--- src/rtl/card_shoe_pkg.sv ---
// Shared blackjack definitions: shoe state encoding, deck size and the
// mapping from a raw LFSR word to a card value / ace flag.
package card_shoe_pkg;

  typedef enum logic [2:0] {
    ST_IDLE,
    ST_FILL,
    ST_SETTLE,
    ST_READY,
    ST_EMPTY
  } shoe_state_t;

  localparam int         SHOE_DECK_SIZE = 12;
  localparam int         CARD_MOD       = 10;
  localparam logic [3:0] ACE_CODE       = 4'd0;
  localparam logic [3:0] LFSR_INIT      = 4'h1;

  typedef struct packed {
    logic [3:0] value;
    logic       ace;
  } card_t;

  // Raw 4-bit word to card: value 1..10, ace when the residue is the ace code.
  function automatic card_t card_map(input logic [3:0] q);
    logic [3:0] m;
    m = 4'(q % CARD_MOD);
    card_map.value = m + 4'd1;
    card_map.ace   = (m == ACE_CODE);
  endfunction

endpackage

--- src/rtl/card_lfsr.sv ---
// 4-bit Fibonacci LFSR card generator; a zero seed is promoted to 1 so the
// register can never lock up at zero.
module card_lfsr
  import card_shoe_pkg::*;
(
  input  logic       clk,
  input  logic       rst,
  input  logic       load,
  input  logic [3:0] seed,
  input  logic       step,
  output logic [3:0] value,
  output logic       ace
);

  logic [3:0] q_reg;
  card_t      card;

  always_ff @(posedge clk or negedge rst) begin
    if (!rst) begin
      q_reg <= LFSR_INIT;
    end else if (load) begin
      q_reg <= (seed == 4'h0) ? LFSR_INIT : seed;
    end else if (step) begin
      q_reg <= {q_reg[2:0], q_reg[3] ^ q_reg[2]};
    end
  end

  assign card  = card_map(q_reg);
  assign value = card.value;
  assign ace   = card.ace;

endmodule

--- src/rtl/card_shoe.sv ---
// Card shoe: fills a small deck from the LFSR on shuffle with fixed settle
// gaps, then deals one card per draw_req rising edge.
module card_shoe
  import card_shoe_pkg::*;
#(
  parameter int DECK_SIZE = SHOE_DECK_SIZE,
  parameter int FILL_GAP  = 2
) (
  input  logic       clk,
  input  logic       rst,
  input  logic       shuffle,
  input  logic [3:0] seed,
  input  logic       draw_req,
  output logic       draw_ack,
  output logic [3:0] card_value,
  output logic       card_ace,
  output logic       draw_err,
  output logic       ready,
  output logic [3:0] cards_left
);

  localparam logic [3:0] LAST_IDX = 4'(DECK_SIZE - 1);
  localparam logic [7:0] GAP_LAST = 8'((FILL_GAP > 0) ? FILL_GAP - 1 : 0);

  shoe_state_t state_reg, state_next;

  logic [3:0] wr_ptr_reg;
  logic [3:0] rd_ptr_reg;
  logic [7:0] gap_cnt_reg;
  logic       draw_req_reg;
  logic       draw_rise;

  logic       fill_we;
  logic       lfsr_step;
  logic       do_ack;
  logic       do_err;
  logic [3:0] gen_value;
  logic       gen_ace;

  card_t deck [DECK_SIZE];

  card_lfsr u_lfsr (
    .clk   (clk),
    .rst   (rst),
    .load  (shuffle),
    .seed  (seed),
    .step  (lfsr_step),
    .value (gen_value),
    .ace   (gen_ace)
  );

  assign draw_rise = draw_req & ~draw_req_reg;
  assign ready     = (state_reg == ST_READY);

  always_ff @(posedge clk or negedge rst) begin
    if (!rst) state_reg <= ST_IDLE;
    else      state_reg <= state_next;
  end

  // Shuffle outranks everything, including a coincident draw edge.
  always_comb begin
    state_next = state_reg;
    fill_we    = 1'b0;
    lfsr_step  = 1'b0;
    do_ack     = 1'b0;
    do_err     = 1'b0;
    if (shuffle) begin
      state_next = ST_FILL;
    end else begin
      case (state_reg)
        ST_IDLE: do_err = draw_rise;
        ST_FILL: begin
          fill_we   = 1'b1;
          lfsr_step = 1'b1;
          do_err    = draw_rise;
          if (wr_ptr_reg == LAST_IDX) state_next = ST_READY;
          else if (FILL_GAP == 0)     state_next = ST_FILL;
          else                        state_next = ST_SETTLE;
        end
        ST_SETTLE: begin
          lfsr_step = 1'b1;
          do_err    = draw_rise;
          if (gap_cnt_reg == GAP_LAST) state_next = ST_FILL;
        end
        ST_READY: begin
          do_ack = draw_rise;
          if (draw_rise && cards_left == 4'd1) state_next = ST_EMPTY;
        end
        ST_EMPTY: do_err = draw_rise;
        default:  state_next = ST_IDLE;
      endcase
    end
  end

  always_ff @(posedge clk or negedge rst) begin
    if (!rst) begin
      wr_ptr_reg   <= 4'd0;
      rd_ptr_reg   <= 4'd0;
      cards_left   <= 4'd0;
      gap_cnt_reg  <= 8'd0;
      draw_req_reg <= 1'b0;
      draw_ack     <= 1'b0;
      draw_err     <= 1'b0;
      card_value   <= 4'd0;
      card_ace     <= 1'b0;
    end else begin
      draw_req_reg <= draw_req;
      draw_ack     <= do_ack;
      draw_err     <= do_err;
      gap_cnt_reg  <= (state_reg == ST_SETTLE && !shuffle) ? gap_cnt_reg + 8'd1 : 8'd0;
      if (shuffle) begin
        wr_ptr_reg <= 4'd0;
        rd_ptr_reg <= 4'd0;
        cards_left <= 4'd0;
      end else if (fill_we) begin
        wr_ptr_reg <= wr_ptr_reg + 4'd1;
        cards_left <= cards_left + 4'd1;
      end else if (do_ack) begin
        rd_ptr_reg <= rd_ptr_reg + 4'd1;
        cards_left <= cards_left - 4'd1;
        card_value <= deck[rd_ptr_reg].value;
        card_ace   <= deck[rd_ptr_reg].ace;
      end
    end
  end

  // One register slot per card so the whole deck clears on reset.
  generate
    for (genvar gi = 0; gi < DECK_SIZE; gi++) begin : g_deck
      always_ff @(posedge clk or negedge rst) begin
        if (!rst) begin
          deck[gi] <= '0;
        end else if (fill_we && wr_ptr_reg == 4'(gi)) begin
          deck[gi] <= '{value: gen_value, ace: gen_ace};
        end
      end
    end
  endgenerate

endmodule

--- config.mk ---
export PLATFORM = sky130hd
export DESIGN_NAME = card_shoe
export DESIGN_NICKNAME = d
export VERILOG_FILES = /design/src/rtl/card_shoe_pkg.sv /design/src/rtl/card_lfsr.sv /design/src/rtl/card_shoe.sv
export SDC_FILE = /design/constraint.sdc
export NUM_CORES = 1
export LEC_CHECK = 0
export ABC_AREA = 1
export BUFFER_PORTS_ARGS = -buffer_cell sky130_fd_sc_hd__buf_2
export CELL_PAD_IN_SITES_DETAIL_PLACEMENT = 1
export CELL_PAD_IN_SITES_GLOBAL_PLACEMENT = 2
export CORE_MARGIN = 2
export CORE_UTILIZATION = 32
export CTS_CLUSTER_SIZE = 25
export DETAILED_ROUTE_END_ITERATION = 12
export GPL_ROUTABILITY_DRIVEN = 0
export MAX_ROUTING_LAYER = met4
export PLACE_DENSITY = 0.77
export SYNTH_ARGS = -nofsm -noshare
export SYNTH_HDL_FRONTEND = slang
export SYNTH_SLANG_ARGS = --single-unit
--- constraint.sdc ---
create_clock -name clk -period 1.9 [get_ports clk]
set_input_delay 0.095 -clock clk [delete_from_list [all_inputs] [get_ports clk]]
set_output_delay 0.095 -clock clk [all_outputs]
set_load 0.01 [all_outputs]
==> results.md <==
- Die X: 129 µm
- Fin. Hold Viols: 0
- Die area: 16700 µm²
- Fillers: 1884
- Post-route DRC: 0
- Slew @ Worst Pin: 684 ps
- TritonRoute pass-1 iters: 4
- Flop2flop setup slack: 150 ps
- Initial antenna violation count: 0
- Final TNS setup: 0 ps
- Clock latency on the worst-skew pair: 360 ps
- Max VDD drop: 0.486 mV
- Register-to-Register Path Depth: 9
- Setup crit end: deck[3]
- Grt total ovfl: 0
- Slew Limit Headroom: 54.4%
- Synthesized flop and latch total: 95
- Layout cells sized above 1: 14.2%
- CTS Sinks: 95
- Syn_nets: 673
- Reg2reg start: u_lfsr.q_reg[3]
- Commonest non-fill, non-tap cell in the layout: nand2_1
- Synth unique cells: 30
- Seq/Total Area, Yosys: 47.5%
- First-pass GRT wire length: 24.1 mm
- Status: finished, final reports clean
- Total global-route track usage: 19.3%
- Initial DRC Count: 195
- Asr flop ratio synth: 100%
- Ys flop type: dfrtp_1
- EDFF count, synth: 0
- Hold Crit Class: input pin to flop
- H-tree depth: 3
- Tcrit/Tclk final: 91.8%
- Post CTS Setup Buffer Count: 0
- Die Y: 129 µm
- Final Util: 38.4%
- Max Slew Vio Count: 0
- Boundary Pins: 20
- Final setup viols: 0
- Via count: 4364
- Final Critical Period: 1750 ps
- Via density: 4.80
- CTS max path bufs: 2
- Worst Path Max Fanout: 12
- Worst clock skew: 9.94 ps
- Yosys Warn Count: 0
- Fin nets: 716
- Dpl cells: 892
- Tot Pwr: 7.07 mW
- Reg-to-Reg End: deck[3]
- Row cnt: 45
- MaxCap Viol Count: 0
- Finished Layout Cells: 910
- Initial cell density of the core: 32.8%
- Max FFs per register: 60
- IO Port Bufs: 19
- Power per cell area: 1210 nW/µm²
- RSZ-0062 raised after global routing: false
- Fmax: 573 MHz
- CTS Buf Count: 9
- Post-route ant nets: 0
- Most frequent cells in the layout: 193 x nand2_1, 94 x dfrtp_1, 90 x nand3_1
- Worst Path Required: 2120 ps
- Largest net degree at the start of global routing: 49
- Cell area after synthesis: 5010 µm²
- Detailed Route WL: 14.3 mm
- Avg Inst Size Synth: 7.70 µm²
- Vias in the first global route: 4720
- Mapped Cells: 651
- Setup crit start: u_lfsr.q_reg[3]
- Critical path capture point type: flop
- Layout area overhead: 17.0%
- Worst Path Arrival: 1970 ps
- CP Launch Type: flop
- Routed wire per std cell: 15.7 µm
- Clock tree from TritonCTS: built
- Core area: 15300 µm²
- Ant diodes: 0
- Pleak: 2.89 nW
- Root buffer cell: clkbuf_16
- Hpwl dp: 10.5 mm
- Clock slew at reported path FFs: 70 ps
- Critical path type: flop to flop
==> area by class of cell <==
| type | instances | area (µm²) | area share [%] |
|---|---|---|---|
| clock buffer | 9 | 225 | 3.84 |
| clock inverter | 7 | 47.5 | 0.811 |
| tap | 211 | 264 | 4.50 |
| sequential | 95 | 2380 | 40.6 |
| inverter | 94 | 355 | 6.06 |
| multi-input combinational | 440 | 2190 | 37.4 |
| timing repair buffer | 54 | 398 | 6.79 |
==> kinds of logic (layout without fill, tap and decap cells) <==
| logic type | Yosys count | in the layout | synth area share [%] |
|---|---|---|---|
| compound gates | 83 | 83 | 8.72 |
| xor+xnor | 5 | 5 | 0.874 |
| fa+ha+maj | 14 | 14 | 3.50 |
| buf+inv | 116 | 164 | 9.29 |
| flops | 95 | 95 | 47.5 |
| simple gates | 338 | 338 | 30.1 |
==> timing repair <==
action | 4_1_cts | 5_1_grt
hold endpoints to repair | 45 | 0
hold buffers | 2 | 0
endpoints found under the setup margin | 4 | 34
resized for setup | 2 | 10
==> worst min-delay path by stage <==
stage / start / end / slack (ps) / cells after the start
floorplan: rst / card_ace / -200 / 0
finish: seed[2] / u_lfsr.q_reg[2] / 30 / 3
CTS: seed[1] / u_lfsr.q_reg[1] / 20 / 3
detailed placement: rst / deck[23] / 190 / 1
global placement: rst / deck[38] / 190 / 1
global route: seed[1] / u_lfsr.q_reg[1] / 40 / 3
==> per-layer routing <==
metal	global-route usage [%]	wire [µm]	vias up	part of all wire, %
met4	5.95	282	0	2.0
met1	24.1	6640	2153	46
li1	-	-	2151	-
met2	32.1	7090	45	50
met3	3.34	293	15	2.0
met5	-	0	-	0
==> power breakdown <==
group | internal, mW | switching, mW | leakage [nW]
clock | 0.890 | 0.831 | 0.132
sequential | 2.40 | 0.267 | 1.20
combinational | 0.930 | 1.75 | 1.56
total | 4.22 | 2.85 | 2.89
==> cell usage after synthesis (2+ instances only) <==
library cell | instances | area share, %
o21ai_0 | 48 | 4.8
a21oi_1 | 12 | 1.2
nor3_2 | 7 | 1.4
clkbuf_1 | 11 | 0.82
nand3_1 | 90 | 9.0
nor2_1 | 35 | 2.6
nor3_1 | 2 | 0.20
buf_6 | 2 | 0.45
xor2_1 | 4 | 0.70
nand2_1 | 195 | 15
dfrtp_1 | 94 | 47
inv_1 | 85 | 6.4
buf_2 | 7 | 0.70
o211ai_1 | 6 | 0.90
inv_2 | 8 | 0.60
o21ai_1 | 15 | 1.5
nor3_4 | 4 | 1.3
ha_1 | 14 | 3.5
==> stage by stage <==
stage	hold WS, ps	instance area, µm²	setup WS (ps)
floorplan	-201	5010	115
global route	37.5	5860	34.7
detailed placement	192	5530	-61.4
CTS	18.1	5830	24.2
finish	30.3	5860	155
global placement	186	5530	119
==> worst max-delay path, stage by stage (launching register included) <==
cell and delay, ps:
dfrtp_1 430, ha_1 230, inv_2 90, nand2_1 70, nand2_1 100, inv_1 70
ha_4 150, xor2_1 200, buf_6 190, o21ai_0 90
No activity file was read; power rests on OpenSTA's default activity.
